===== src/rtl/wb_grf.sv =====
// Write-back stage and 32x32 general register file with same-cycle W->D bypass.
// Optional macro WB_TRACE_EN adds a simulation-only trace of every committed write.
module wb_grf #(
    parameter logic [31:0] SP_INIT = 32'h0000_0000,
    parameter logic [31:0] GP_INIT = 32'h0000_0000
) (
    input  logic        clk,
    input  logic        reset,
    input  logic [31:0] IR_W,
    input  logic [31:0] PC8_W,
    input  logic [31:0] AO_W,
    input  logic [31:0] DR_W,
    input  logic [4:0]  ra1,
    input  logic [4:0]  ra2,
    output logic [31:0] rd1,
    output logic [31:0] rd2,
    output logic        we_out,
    output logic [4:0]  wa_out,
    output logic [31:0] wd_out
);

    logic [5:0]  op;
    logic [5:0]  funct;
    logic [4:0]  rt;
    logic [4:0]  rd;
    logic [7:0]  ld_byte;
    logic [15:0] ld_half;
    logic        dec_we;
    logic [4:0]  dec_wa;
    logic [31:0] dec_wd;

    logic [31:0] regs_q [32];
    logic [31:0] regs_d [32];

    assign op    = IR_W[31:26];
    assign funct = IR_W[5:0];
    assign rt    = IR_W[20:16];
    assign rd    = IR_W[15:11];

    // Lane selection for sub-word loads; AO_W[0] is ignored for halfwords.
    always_comb begin
        ld_byte = DR_W[7:0];
        case (AO_W[1:0])
            2'd0: ld_byte = DR_W[7:0];
            2'd1: ld_byte = DR_W[15:8];
            2'd2: ld_byte = DR_W[23:16];
            2'd3: ld_byte = DR_W[31:24];
            default: ld_byte = DR_W[7:0];
        endcase
        ld_half = AO_W[1] ? DR_W[31:16] : DR_W[15:0];
    end

    always_comb begin
        dec_we = 1'b0;
        dec_wa = 5'd0;
        dec_wd = 32'd0;
        case (op)
            6'h00: begin
                case (funct)
                    6'h21, 6'h23, 6'h24, 6'h25, 6'h2a, 6'h00: begin
                        dec_we = 1'b1;
                        dec_wa = rd;
                        dec_wd = AO_W;
                    end
                    6'h09: begin
                        dec_we = 1'b1;
                        dec_wa = rd;
                        dec_wd = PC8_W;
                    end
                    default: ;
                endcase
            end
            6'h0d, 6'h0f, 6'h09: begin
                dec_we = 1'b1;
                dec_wa = rt;
                dec_wd = AO_W;
            end
            6'h23: begin
                dec_we = 1'b1;
                dec_wa = rt;
                dec_wd = DR_W;
            end
            6'h20: begin
                dec_we = 1'b1;
                dec_wa = rt;
                dec_wd = {{24{ld_byte[7]}}, ld_byte};
            end
            6'h24: begin
                dec_we = 1'b1;
                dec_wa = rt;
                dec_wd = {24'd0, ld_byte};
            end
            6'h21: begin
                dec_we = 1'b1;
                dec_wa = rt;
                dec_wd = {{16{ld_half[15]}}, ld_half};
            end
            6'h25: begin
                dec_we = 1'b1;
                dec_wa = rt;
                dec_wd = {16'd0, ld_half};
            end
            6'h03: begin
                dec_we = 1'b1;
                dec_wa = 5'd31;
                dec_wd = PC8_W;
            end
            default: ;
        endcase
    end

    assign we_out = dec_we && (dec_wa != 5'd0) && !reset;
    assign wa_out = dec_wa;
    assign wd_out = dec_wd;

    // Reset reloads the pointer registers; $0 is forced to zero every cycle.
    always_comb begin
        regs_d = regs_q;
        if (reset) begin
            for (int i = 0; i < 32; i++) begin
                regs_d[i] = 32'd0;
            end
            regs_d[28] = GP_INIT;
            regs_d[29] = SP_INIT;
        end else if (we_out) begin
            regs_d[wa_out] = wd_out;
        end
        regs_d[0] = 32'd0;
    end

    always_ff @(posedge clk) begin
        regs_q <= regs_d;
    end

    always_comb begin
        rd1 = regs_q[ra1];
        rd2 = regs_q[ra2];
        if (ra1 == 5'd0) begin
            rd1 = 32'd0;
        end else if (we_out && (wa_out == ra1)) begin
            rd1 = wd_out;
        end
        if (ra2 == 5'd0) begin
            rd2 = 32'd0;
        end else if (we_out && (wa_out == ra2)) begin
            rd2 = wd_out;
        end
    end

`ifdef WB_TRACE_EN
    always_ff @(posedge clk) begin
        if (we_out) begin
            $display("@%08h: $%02d <= %08h", PC8_W - 32'd8, wa_out, wd_out);
        end
    end
`else
`endif

endmodule


===== config.mk =====
export PLATFORM = sky130hd
export DESIGN_NAME = wb_grf
export DESIGN_NICKNAME = d
export VERILOG_FILES = /design/src/rtl/wb_grf.sv
export SDC_FILE = /design/constraint.sdc
export NUM_CORES = 2
export LEC_CHECK = 0
export CAP_MARGIN = 20
export CELL_PAD_IN_SITES_DETAIL_PLACEMENT = 1
export CELL_PAD_IN_SITES_GLOBAL_PLACEMENT = 1
export CORE_UTILIZATION = 40
export CTS_BUF_LIST = sky130_fd_sc_hd__clkbuf_16
export CTS_CLUSTER_DIAMETER = 60
export CTS_CLUSTER_SIZE = 16
export DETAILED_ROUTE_END_ITERATION = 6
export DONT_BUFFER_PORTS = 1
export GPL_ROUTABILITY_DRIVEN = 0
export PLACE_DENSITY_LB_ADDON = 0.1
export SLEW_MARGIN = 10
export SYNTH_ARGS = -nofsm -noshare
export SYNTH_HDL_FRONTEND = slang
export SYNTH_SLANG_ARGS = --single-unit

===== constraint.sdc =====
create_clock -name clk -period 11.3 [get_ports clk]
set_clock_uncertainty 0.2 [all_clocks]
set_input_delay 2.825 -clock clk [delete_from_list [all_inputs] [get_ports clk]]
set_output_delay 2.825 -clock clk [all_outputs]
set_load 0.01 [all_outputs]

[Word level (Yosys, flattened, before mapping)]
Index checks and enable logic that the tools add are counted.
Cells by class
  muxes and demuxes: 21
  $lt $le $gt $ge: 4
  reductions and logical operators: 17
  equal/unequal tests: 20
  bitwise operators: 3
Operators with widths (number)
  bitwise mux 1024 bit: 1
  binary-select mux 32 bit (select 5 bit): 2
  2-to-1 mux 32 bit: 9
  one-hot mux 32 bit (8 select lines): 1
  demux 32 bit (select 5 bit): 1
  one-hot mux 32 bit (2 select lines): 1
  equality test 6 bit, second input constant: 10
  one-hot mux 8 bit (4 select lines): 1
  equality test 6 x 4 -> 1 bit, second input constant: 4
  greater-or-equal comparator 6 bit, second input constant: 3
  inverter 5 -> 6 bit: 3
  2-to-1 mux 16 bit: 1
  one-hot mux 5 bit (3 select lines): 1
  zero test 6 bit: 2
  equality test 5 bit: 2
  zero test 5 bit: 2
  OR reduction 9 bit: 1
  OR reduction 8 bit: 1
  OR reduction 7 bit: 1
  equality test 6 x 2 -> 1 bit, second input constant: 1
  < comparator 6 x 1 -> 1 bit, second input constant: 1
  OR reduction 6 bit: 1
  logical AND 1 bit: 5
  2-to-1 mux 5 bit: 1
  8 further kinds: 9
Word-level totals
  bits in registers: 992
  output and inout port bits: 102

[Logic depth before layout (Yosys ltp)]
  word-level depth: 10
  gate-level depth with buffers: 13
  gate-level depth less buffers: 9

[Worst setup path after synthesis]
Ideal clock, no wire load.
  path type: input -> output
  start point: in IR_W[29]
  end point: out rd2[10]
  slack: 2.857 ns
  data arrival time: 5.418 ns
  stages: 12
  path buffers: 3
  cells stage by stage: buf_2 > nor2_1 > nor4b_2 > o311a_4 > a221oi_4 > inv_2 > or3_1 > buf_2 > o311ai_4 > nor4_2 > buf_2 > mux2i_1
Between the ends
  word-level cells in the longest chain between the ends: 9
RTL lines
  start: declaration: RTL line 9  | input logic [31:0] IR_W,
  equality test 6 bit / equality test 6 x 4 -> 1 bit (equally long branches): RTL line 57  | case (op)
  OR reduction 8 bit (no source line)
  one-hot mux 5 bit (3 select lines) (*): RTL line 57
  named net wa_out[2]: RTL line 18  | output logic [4:0] wa_out,
  nonzero test 5 bit: RTL line 112  | assign we_out = dec_we && (dec_wa != 5'd0) && !reset;
  logical AND 1 bit (2 in series): RTL line 112
  logical AND 1 bit (*): RTL line 145  | end else if (we_out && (wa_out == ra2)) begin
  2-to-1 mux 32 bit (*): RTL line 145
  2-to-1 mux 32 bit (*): RTL line 143  | if (ra2 == 5'd0) begin
  end: declaration: RTL line 16  | output logic [31:0] rd2,
The timed path passes the listed nets; every way through them passes the cells marked *.

[Final worst setup path]
  start point: in reset
  end point: out rd1[26]
Between the ends
  word-level cells in the longest chain between the ends: 5
RTL lines
  start: declaration: RTL line 8  | input logic reset,
  zero test 1 bit: RTL line 112
  logical AND 1 bit: RTL line 112
  logical AND 1 bit: RTL line 140  | end else if (we_out && (wa_out == ra1)) begin
  2-to-1 mux 32 bit: RTL line 140
  2-to-1 mux 32 bit: RTL line 138  | if (ra1 == 5'd0) begin
  end: declaration: RTL line 15  | output logic [31:0] rd1,
No other way between the ends.

==> impl_metrics.toml <==
[outcome]
status = "finished with violations"
violations = "max-slew violations"

[clock_network]
clock_latency_ns = 0.74
cts_sinks = 992
cts-resized-gates = 0
root_buffer = "clkbuf_16"
cts_tree = "built"
clkTransAtPathRegs_ns = 0.06
postCtsSetupBuffers = 0
cts_made_buffers = 113
h-tree-depth = 3
cts.hold.buffers_added = 0
cts_buffer_depth = 3

[critical_path]
worst_setup_path_end_kind = "output port"
cp-start-kind = "primary input"
crit_arrival_ns = 6.71
criticalPathCategory = "in2out"
cp_max_fo = 994
startpoint = "reset"
worstPathRequired_ns = 8.28
reg2reg_from = "regs_q[692]$_SDFFE_PP0P_"

[place]
hpwl_um = 104000
dpl_cell_area_um2 = 53100
place_inst = 6131
port_buffers = 0
place_ws_ns = 1.71

[final_layout]
finalNonFillerCells = 6342
finalInstanceArea_um2 = 56900
top_regs = "regs_q (992)"
layout_common_cells = "992 x dfxtp_1, 774 x nor2_1, 598 x a211oi_1"
post-route-util_pct = 44.0
largest_reg_flops = 992
nNetsFinal = 4645
drive_gt1_share_pct = 25.5
area_growth_pct = 9.16
final_common_cell = "dfxtp_1"
regMostFlops = "regs_q"
antenna_cells = 0

[logic_synthesis]
yosysUniqueCellTypes = 59
ys_seq_area_share_pct = 38.1
synth_area_um2 = 52100
synthCells = 4868
synth_seq_cells = 992
postSynthAreaPerCell_um2 = 10.7
ys_warn_count = 0
syn-num-nets = 5008

[die]
initial_core_util_pct = 40.3
die_x_um = 363
dieArea_um2 = 132000
ios = 242
fp-row-count = 132
core_um2 = 129000
die_h_um = 363

[route]
num_vias = 40300
drt_iter0_markers = 3448
drt-pass1-iter-count = 5
viasPerCell = 6.36
drc = 0
wire_per_inst_um = 31.6
drt_wl_total_um = 200000
ant_nets = 0

[timing]
hold_viol = 0
slew-limit-headroom_pct = -244
max_freq_mhz = 103
finalSetupViolCount = 0
fin_crit_sh_pct = 86.1
maxSlewViolCount = 963
worst_slack_ns = 1.57
rsz0062_at_grt = "false"
min_period_ns = 9.73
setup_tns_ns = 0
tightest_slew_ns = 5.16

[run]
maxCapViolations = 0

[grt]
overflow = 0
grt_pass1_vias = 41700
grt_usage_pct = 30.2
grt_antenna_before_repair = 2
grt_max_degree = 995
grt_pass1_wl_um = 293000

[power]
vdd_drop_max_mv = 0.118
leakage_nw = 17.4
p_per_area_nw_per_um2 = 133

[min_path]
hp-class = "reg2reg"
holdCritStartpoint = "regs_q[588]$_SDFFE_PP0P_"
path summary, 6_finish.rpt:
check	endpoint	slack [ns]	depth (start not counted)
max	rd1[26]	1.57	5
min reg2reg	regs_q[588]$_SDFFE_PP0P_	0.27	2
max reg2reg	regs_q[692]$_SDFFE_PP0P_	10.21	2
min	regs_q[588]$_SDFFE_PP0P_	0.27	2
power by group:
part	leakage, nW	internal (mW)	switching, mW
Combinational	7.60	0.126	0.106
Sequential	7.99	3.50	0.00240
Clock	1.86	2.10	1.72
Total	17.4	5.72	1.82
through the flow:
stage	power, mW	hold slack (ns)
final	7.55	0.266
after global routing	7.75	0.286
after CTS	7.60	0.266
after detailed placement	3.81	0.258
after global placement	3.81	0.248
after floorplan	3.91	0.238
cell type report:
cell class | instances | area [um^2]
clock buffer | 113 | 2830
inverter | 37 | 139
clock inverter | 97 | 950
multi-input combinational | 3273 | 30300
fill | 13900 | 72600
tap | 1742 | 2180
timing repair buffer | 88 | 681
sequential | 992 | 19900
per-layer routing:
metal | GRT usage [%] | wire [um] | vias to the layer above
li1 | - | - | 17600
met1 | 42.9 | 90900 | 21300
met2 | 48.3 | 93100 | 1171
met3 | 4.28 | 10900 | 302
met4 | 7.79 | 5300 | 2
met5 | 0 | 16 | -
cells by family after synthesis:
kind of cell | synth area share [%]
flip-flops | 38.1
XOR/XNOR | 0.185
AND/OR/NAND/NOR | 10.4
buffers and inverters | 4.85
AO/OA/AOI/OAI | 17.3
multiplexers | 29.1
worst max-delay path, stage by stage:
cell and delay (ns):
inv_1 0.81, o311ai_4 0.24, or4_4 0.88, buf_4 0.40, mux2i_1 0.44
synthesized netlist by cell type, drive strengths merged:
cell type,number,share of area [%]
nor4,2,0.036
mux2i,133,2.6
or4,1,0.014
clkinv,32,0.23
nand4,2,0.036
and3,1,0.012
nand2,496,3.6
or3b,1,0.017
nand2b,2,0.024
nor3,3,0.038
o21bai,2,0.029
o311a,1,0.041
nor4b,1,0.029
and3b,1,0.017
inv,5,0.036
o2111a,1,0.022
or2,7,0.084
buf,174,1.8
a21o,2,0.029
nand3,8,0.077
nor2b,3,0.036
nor2,805,6.1
mux2,65,1.4
and2,7,0.084
a31oi,2,0.024
a221oi,33,0.83
nand3b,2,0.029
a21oi,233,2.2
a21boi,1,0.014
xor2,3,0.050
xnor2,8,0.13
a211oi,768,13
o21ai,1,0.0096
nand4b,6,0.10
clkbuf,392,2.8
a221o,11,0.21
or4b,1,0.019
a22o,68,1.1
nand4bb,1,0.022
o311ai,1,0.050
dfxtp,992,38
mux4,582,25
nor3b,3,0.043
or3,5,0.060
Note: power is estimated with default switching activity, not from simulation.
